==> src/rtl/scpad_pkg.sv <==
// Scratchpad shared constants and response types.
package scpad_pkg;
  localparam int SCPAD_NUM_COLS  = 32;
  localparam int SCPAD_ELEM_BITS = 16;
  localparam int SCPAD_ID_W      = 4;
  localparam int SCPAD_RSP_DEPTH = 4;

  typedef struct packed {
    logic [SCPAD_ID_W-1:0]                          id;
    logic [SCPAD_NUM_COLS-1:0]                      mask;
    logic [SCPAD_NUM_COLS-1:0][SCPAD_ELEM_BITS-1:0] data;
  } scpad_rsp_t;
endpackage

==> src/rtl/scpad_rsp_collect_if.sv <==
// Request, bank-completion and row-response bundle for the response collector.
interface scpad_rsp_collect_if
  import scpad_pkg::*;
#(
  parameter int NUM_COLS  = SCPAD_NUM_COLS,
  parameter int ELEM_BITS = SCPAD_ELEM_BITS,
  parameter int ID_W      = SCPAD_ID_W
);
  logic                               req_valid;
  logic                               req_ready;
  logic [NUM_COLS-1:0]                req_mask;
  logic [ID_W-1:0]                    req_id;
  logic [NUM_COLS-1:0]                bank_done;
  logic [NUM_COLS-1:0][ELEM_BITS-1:0] bank_rdata;
  logic                               rsp_valid;
  logic                               rsp_ready;
  logic [ID_W-1:0]                    rsp_id;
  logic [NUM_COLS-1:0]                rsp_mask;
  logic [NUM_COLS-1:0][ELEM_BITS-1:0] rsp_data;

  modport master (
    output req_valid, req_mask, req_id, bank_done, bank_rdata, rsp_ready,
    input  req_ready, rsp_valid, rsp_id, rsp_mask, rsp_data
  );

  modport slave (
    input  req_valid, req_mask, req_id, bank_done, bank_rdata, rsp_ready,
    output req_ready, rsp_valid, rsp_id, rsp_mask, rsp_data
  );
endinterface

==> src/rtl/scpad_lane_fifo.sv <==
// Single-lane synchronous FIFO; head visible combinationally, push/pop take effect at the edge.
// A push into a full FIFO is accepted only when a pop happens in the same cycle.
module scpad_lane_fifo #(
  parameter int W     = 16,
  parameter int DEPTH = 4
) (
  input  logic         clk,
  input  logic         rst,
  input  logic         push,
  input  logic         pop,
  input  logic [W-1:0] din,
  output logic         full,
  output logic         empty,
  output logic [W-1:0] head
);
  localparam int AW = $clog2(DEPTH);

  logic [W-1:0]  mem [DEPTH];
  logic [AW-1:0] rd_ptr;
  logic [AW-1:0] wr_ptr;
  logic [AW:0]   count;
  logic          do_push;
  logic          do_pop;

  assign empty   = (count == '0);
  assign full    = count[AW];
  assign head    = mem[rd_ptr];
  assign do_pop  = pop && !empty;
  assign do_push = push && (!full || do_pop);

  always_ff @(posedge clk) begin
    if (rst) begin
      rd_ptr <= '0;
      wr_ptr <= '0;
      count  <= '0;
    end else begin
      if (do_push) wr_ptr <= wr_ptr + 1'b1;
      if (do_pop)  rd_ptr <= rd_ptr + 1'b1;
      case ({do_push, do_pop})
        2'b10:   count <= count + 1'b1;
        2'b01:   count <= count - 1'b1;
        default: ;
      endcase
    end
  end

  always_ff @(posedge clk) begin
    if (do_push) mem[wr_ptr] <= din;
  end
endmodule

==> src/rtl/scpad_rsp_collect.sv <==
// Re-assembles per-bank completions into in-order row responses; valid one cycle after the last lane lands.
// rsp_valid and req_ready come from registers only; consumer stalls hold the head row stable.
module scpad_rsp_collect
  import scpad_pkg::*;
#(
  parameter int NUM_COLS  = SCPAD_NUM_COLS,
  parameter int ELEM_BITS = SCPAD_ELEM_BITS,
  parameter int DEPTH     = SCPAD_RSP_DEPTH,
  parameter int ID_W      = SCPAD_ID_W
) (
  input  logic                   clk,
  input  logic                   rst,
  scpad_rsp_collect_if.slave     bus,
  output logic [$clog2(DEPTH):0] outstanding,
  output logic                   err_overflow
);
  localparam int AW = $clog2(DEPTH);

  logic [ID_W-1:0]                    trk_id   [DEPTH];
  logic [NUM_COLS-1:0]                trk_mask [DEPTH];
  logic [AW-1:0]                      head_ptr;
  logic [AW-1:0]                      tail_ptr;
  logic [NUM_COLS-1:0]                head_mask;
  logic [NUM_COLS-1:0]                full;
  logic [NUM_COLS-1:0]                empty;
  logic [NUM_COLS-1:0]                pop;
  logic [NUM_COLS-1:0][ELEM_BITS-1:0] lane_head;
  logic                               accept;
  logic                               retire;

  assign head_mask     = trk_mask[head_ptr];
  // DEPTH is a power of two, so the occupancy MSB alone means "full".
  assign bus.req_ready = ~outstanding[AW];
  assign bus.rsp_valid = (outstanding != '0) && ((head_mask & empty) == '0);
  assign bus.rsp_id    = trk_id[head_ptr];
  assign bus.rsp_mask  = head_mask;
  assign accept        = bus.req_valid && bus.req_ready;
  assign retire        = bus.rsp_valid && bus.rsp_ready;
  assign pop           = retire ? head_mask : '0;

  always_comb begin
    bus.rsp_data = '0;
    for (int i = 0; i < NUM_COLS; i++) begin
      if (head_mask[i]) bus.rsp_data[i] = lane_head[i];
    end
  end

  for (genvar g = 0; g < NUM_COLS; g++) begin : g_lane
    scpad_lane_fifo #(
      .W     (ELEM_BITS),
      .DEPTH (DEPTH)
    ) u_fifo (
      .clk   (clk),
      .rst   (rst),
      .push  (bus.bank_done[g]),
      .pop   (pop[g]),
      .din   (bus.bank_rdata[g]),
      .full  (full[g]),
      .empty (empty[g]),
      .head  (lane_head[g])
    );
  end

  always_ff @(posedge clk) begin
    if (rst) begin
      head_ptr     <= '0;
      tail_ptr     <= '0;
      outstanding  <= '0;
      err_overflow <= 1'b0;
    end else begin
      if (accept) tail_ptr <= tail_ptr + 1'b1;
      if (retire) head_ptr <= head_ptr + 1'b1;
      case ({accept, retire})
        2'b10:   outstanding <= outstanding + 1'b1;
        2'b01:   outstanding <= outstanding - 1'b1;
        default: ;
      endcase
      // A completion is lost only when its lane is full and not draining this cycle.
      if ((bus.bank_done & full & ~pop) != '0) err_overflow <= 1'b1;
    end
  end

  always_ff @(posedge clk) begin
    if (accept) begin
      trk_id[tail_ptr]   <= bus.req_id;
      trk_mask[tail_ptr] <= bus.req_mask;
    end
  end
endmodule

==> src/flat_wrapper.sv <==
// flat-port wrapper written by rule: the top's interface ports become plain ports
module scpad_rsp_collect_flat import scpad_pkg::*;
#(
  parameter int NUM_COLS  = SCPAD_NUM_COLS,
  parameter int ELEM_BITS = SCPAD_ELEM_BITS,
  parameter int DEPTH     = SCPAD_RSP_DEPTH,
  parameter int ID_W      = SCPAD_ID_W
)
  (clk, rst, outstanding, err_overflow, bus_req_valid, bus_req_mask, bus_req_id, bus_bank_done, bus_bank_rdata, bus_rsp_ready, bus_req_ready, bus_rsp_valid, bus_rsp_id, bus_rsp_mask, bus_rsp_data);
  scpad_rsp_collect_if #(.NUM_COLS(NUM_COLS), .ELEM_BITS(ELEM_BITS), .ID_W(ID_W)) bus_i ();
  input  logic clk;
  input  logic rst;
  output logic [$clog2(DEPTH):0] outstanding;
  output logic err_overflow;
  input wire logic [$bits(bus_i.req_valid)-1:0] bus_req_valid;
  input wire logic [$bits(bus_i.req_mask)-1:0] bus_req_mask;
  input wire logic [$bits(bus_i.req_id)-1:0] bus_req_id;
  input wire logic [$bits(bus_i.bank_done)-1:0] bus_bank_done;
  input wire logic [$bits(bus_i.bank_rdata)-1:0] bus_bank_rdata;
  input wire logic [$bits(bus_i.rsp_ready)-1:0] bus_rsp_ready;
  output wire logic [$bits(bus_i.req_ready)-1:0] bus_req_ready;
  output wire logic [$bits(bus_i.rsp_valid)-1:0] bus_rsp_valid;
  output wire logic [$bits(bus_i.rsp_id)-1:0] bus_rsp_id;
  output wire logic [$bits(bus_i.rsp_mask)-1:0] bus_rsp_mask;
  output wire logic [$bits(bus_i.rsp_data)-1:0] bus_rsp_data;
  assign bus_i.req_valid = bus_req_valid;
  assign bus_i.req_mask = bus_req_mask;
  assign bus_i.req_id = bus_req_id;
  assign bus_i.bank_done = bus_bank_done;
  assign bus_i.bank_rdata = bus_bank_rdata;
  assign bus_i.rsp_ready = bus_rsp_ready;
  assign bus_req_ready = bus_i.req_ready;
  assign bus_rsp_valid = bus_i.rsp_valid;
  assign bus_rsp_id = bus_i.rsp_id;
  assign bus_rsp_mask = bus_i.rsp_mask;
  assign bus_rsp_data = bus_i.rsp_data;
  scpad_rsp_collect #(.NUM_COLS(NUM_COLS), .ELEM_BITS(ELEM_BITS), .DEPTH(DEPTH), .ID_W(ID_W)) u_core (.clk(clk), .rst(rst), .bus(bus_i), .outstanding(outstanding), .err_overflow(err_overflow));
endmodule
==> config.mk <==
export PLATFORM = sky130hd
export DESIGN_NAME = scpad_rsp_collect_flat
export DESIGN_NICKNAME = d
export VERILOG_FILES = /design/src/rtl/scpad_pkg.sv /design/src/rtl/scpad_rsp_collect_if.sv /design/src/rtl/scpad_lane_fifo.sv /design/src/rtl/scpad_rsp_collect.sv /design/src/flat_wrapper.sv
export SDC_FILE = /design/constraint.sdc
export NUM_CORES = 2
export LEC_CHECK = 0
export ABC_CLOCK_PERIOD_IN_PS = 7950
export CAP_MARGIN = 5
export CORE_MARGIN = 3
export CORE_UTILIZATION = 43
export CTS_CLUSTER_DIAMETER = 150
export DETAILED_ROUTE_END_ITERATION = 8
export PLACE_DENSITY = 0.63
export SYNTH_ARGS = -nofsm -noshare
export SYNTH_HDL_FRONTEND = slang
export SYNTH_SLANG_ARGS = --single-unit
==> constraint.sdc <==
create_clock -name clk -period 7.95 [get_ports clk]
set_input_delay 1.59 -clock clk [delete_from_list [all_inputs] [get_ports clk]]
set_output_delay 1.59 -clock clk [all_outputs]
set_load 0.005 [all_outputs]
==> summary by stage <==
Setup path
For the worst flop-to-flop path, the logic depth is 11. The cell at the slowest stage of the critical path is mux4_2. In this design, the stage delay of the slowest critical-path cell is 830 ps. The required time at the endpoint of the critical path is 6360 ps. The critical path goes through buf_4, mux4_2, a22oi_1, nand3_1, a2111oi_4, nand4b_4, buf_12, inv_1, clkdlybuf4s50_1. For flop-to-flop paths, the worst setup slack is 1670 ps. STA classifies the critical path endpoint as an output port. The critical path crosses 9 cells after its start point. The kind of cell adding the most delay to the critical path is buffers and inverters.

The critical path contains buffers and inverters numbering 4 combined. The worst setup path is of the register to output port kind. The highest net fanout along the worst path is 51. The worst endpoint data arrival time is 5370 ps.

The nature of the critical path startpoint is a register.

Clock tree
For this design, the sink count on the clock tree is 2490. The clock tree synthesis step divided the H-tree into 5 levels. The number of setup buffers added after CTS is 0. The clock edge transition at the registers on the reported setup and hold paths is 60 ps. The CTS tree is yes. The buffer levels on the longest clock path is 4. In this run the clock root is driven by a clkbuf_16. The number of gates resized after CTS was 0. The number of buffers added to fix hold violations after cts is 0.

The number of clock buffers added by TritonCTS is 284. The clock latency at the later pin of the worst-skew pair is 900 ps.

Final layout
The count of non-filler cells in the finished layout is 9746. The filler cells instantiated in the layout total 17800. The signed area change from the synthesized netlist to the final layout is 24.4%.

The fraction of final layout cells sized beyond drive strength 1 is 15.8%. For this run, the share of the core covered by cells in the final layout is 53.9%. With fillers left out, the area of the finished cells amounts to 0.122 mm^2. The net count of the finished layout is 7275.

Global routing
Global routing finished with a remaining overflow of 0. Global routing used 6.89% of the available met3 tracks. For met2 alone, demand over resource in global routing was 37.2%. The all-layer global routing usage is 22.2%.

The layer flagged by global routing as most heavily used is met2. The number of global-route vias before repair was 52800. The global-route wire length before repair is 374000 um. In the global route stage, met1 resource usage came out at 27.7%.

The largest net degree at the start of global routing is 153. The initial antenna violation count is 121.

Yosys
The number of flip-flops and latches in the synthesized netlist is 2490. Yosys printed 0 warnings. When the netlist entered floorplanning its net count stood at 5999. In the synthesized netlist, the number of instances is 5217. The number of synthesized flops with an enable pin is 2192. Dividing the synthesized area by the synthesized cell count gives 18.7 um^2. The mapped cell area is 0.0978 mm^2. The fraction of registers with async set or reset after synthesis is 0%. The number of distinct library cells after synthesis is 50.

The prevailing post-synth register cell is edfxtp_1. For this run, the register share of the synthesized area comes to 73.4%.

Timing
Setup repair after global routing left no endpoint under its margin. The final critical path time including I/O delays and setup is 6960 ps. At the pin with the least slew margin, the transition time is 1200 ps. The number of hold violations in the final report is 0. In the final timing run, aggregate negative setup slack is 0 ps. The clock arrives with 71.7 ps of skew. The count of final max-slew check failures is 0. The count of final setup violators is 0. The normalized max-slew margin is 20.3%. The final period utilization is 87.5%. In the post-route analysis, the smallest setup slack over all paths is 993 ps.

For this run, the top clock speed supported by timing is 144 MHz.

Floorplanning
Row generation in the floorplan step produced 174 rows. The core area is 0.226 mm^2. The area enclosed by the die boundary is 0.233 mm^2.

The floorplan step set the die height to 483 um. The starting density of the core is 43.4%. The total I/O pin count is 1138. The width of the die is 483 um.

Power
The worst-case IR drop observed on VDD is 0.000160 V. In this run, the combinational gates consume 8.1% of the power. The clock network fraction of design power is 41.6%. The static leakage power is 0.0397 uW.

The switching power summed over all nets is 6510 uW. The power density relative to cell area is 246 mW/mm^2. Of the total power, the share spent switching nets is 21.7%. The internal power of the cells totals 23500 uW. The share of total power dissipated in sequential elements is 50.4%.

Detailed routing
For this block, the initial DRC count from the detailed router was 3276. After detailed routing, the average wire length per cell comes to 27.1 um. The total routed wirelength is 264000 um. The iteration count of the initial detailed-routing pass is 7. The detail route stage leaves a number of antenna-violating nets equal to 0.

The number of vias per cell after detailed routing is 5.23. The remaining routing DRC violations is 0. The routed layout has 51000 vias.

Placed design
The detailed placement HPWL is 187000 um. OpenSTA, run right after detailed placement, puts the worst setup slack at 1350 ps. During placement, the flow inserted port buffers numbering 1137.

In this run, placement finished with an instance count of 9199. The placer's final routability congestion estimate is 0.789. The placed instances occupy a cell area of 0.113 mm^2.

Worst hold path
The worst hold path was traced through 2 stages. The class of the tightest hold or removal check is register to register.

Run
Across the run, the number of max-cap violations was 0.

Status
The flow ran to the end, and the final reports show no timing, DRC or antenna violations.
sequential cells by signal, summed over array words and instances (netlist names), named ones only:
signal,count
u_core.outstanding,3
u_core.g_lane.u_fifo.mem,2048
u_core.g_lane.u_fifo.wr_ptr,64
u_core.err_overflow,1
u_core.g_lane.u_fifo.count,96
u_core.trk_id,16
u_core.tail_ptr,2
u_core.trk_mask,128
u_core.head_ptr,2
u_core.g_lane.u_fifo.rd_ptr,64
layer usage:
layer  wire [um]  share of wire, %
met5         430              0.16
met4        7630               2.9
met3       21400               8.1
met2      132000                50
met1      103000                39
worst paths after layout:
kind	startpoint	endpoint
worst max-delay path	register	bus_rsp_valid
worst min-delay path	u_core.g_lane[14].u_fifo.wr_ptr[1]	u_core.g_lane[14].u_fifo.wr_ptr[1]
worst max register to register	register	u_core.err_overflow
worst min register to register	u_core.g_lane[14].u_fifo.wr_ptr[1]	u_core.g_lane[14].u_fifo.wr_ptr[1]
placed cells by master (no fill, tap or decap), drive strengths merged, types with 64 or more instances in the layout:
master	instances
inv	207
mux2i	73
mux4	518
clkdlybuf4s50	1136
edfxtp	2192
a21oi	64
buf	69
clkbuf	366
and2	308
clkinv	88
nand2	105
xnor2	88
dfxtp	298
ha	165
xor2	77
nor2b	354
nor2	242
cells in the mapped netlist, types with 63 or more instances:
cell | n | area (um^2)
mux2i_1 | 73 | 731
dfxtp_1 | 298 | 5970
edfxtp_1 | 2192 | 65800
xnor2_1 | 88 | 771
clkbuf_1 | 131 | 492
nor2_1 | 242 | 908
mux4_2 | 518 | 11700
nand2_1 | 105 | 394
ha_1 | 165 | 2060
xor2_1 | 77 | 674
and2_1 | 308 | 1930
inv_1 | 194 | 728
a21oi_1 | 63 | 315
nor2b_1 | 354 | 2210
buf_1 | 73 | 274
power groups by stage:
stage | Sequential [uW] | Clock, uW | Combinational (uW)
2_1_floorplan | 15300 | 0 | 1000
3_3_place_gp | 15300 | 0 | 2430
3_5_place_dp | 15400 | 0 | 2460
4_1_cts | 15100 | 12700 | 2480
5_1_grt | 15100 | 13200 | 2630
6_report | 15100 | 12500 | 2420
final cells by class:
type | count | area (um^2) | area share (%)
Tap cell | 2992 | 3740 | 3.08
Clock inverter | 128 | 1160 | 0.952
Timing Repair Buffer | 1205 | 11900 | 9.80
Clock buffer | 366 | 7660 | 6.30
Antenna cell | 53 | 133 | 0.109
Sequential cell | 2490 | 71800 | 59.0
Inverter | 195 | 733 | 0.603
Multi-Input combinational cell | 2317 | 24500 | 20.2
through the flow:
| stage | total power, uW | hold WS [ps] |
|---|---|---|
| after global routing | 31000 | 525 |
| after CTS | 30300 | 499 |
| after global placement | 17800 | 474 |
| after detailed placement | 17800 | 491 |
| final | 30000 | 497 |
| after floorplan | 16300 | 459 |
tightest hold or removal path: stages, from the launching register on:
cell	delay, ps
dfxtp_1	340
nand2_1	60
a21oi_1	50
cell families after synthesis:
kind of cell / count (synthesis) / synth area share [%]
AND/OR/NAND/NOR: 1130 / 6.38
flip-flops: 2490 / 73.4
multiplexers: 621 / 13.0
buffers and inverters: 410 / 1.63
adder cells (fa/ha/maj): 198 / 2.79
XOR/XNOR: 165 / 1.48
AO/OA/AOI/OAI: 203 / 1.31
Note: power is estimated with default switching activity, not from simulation.
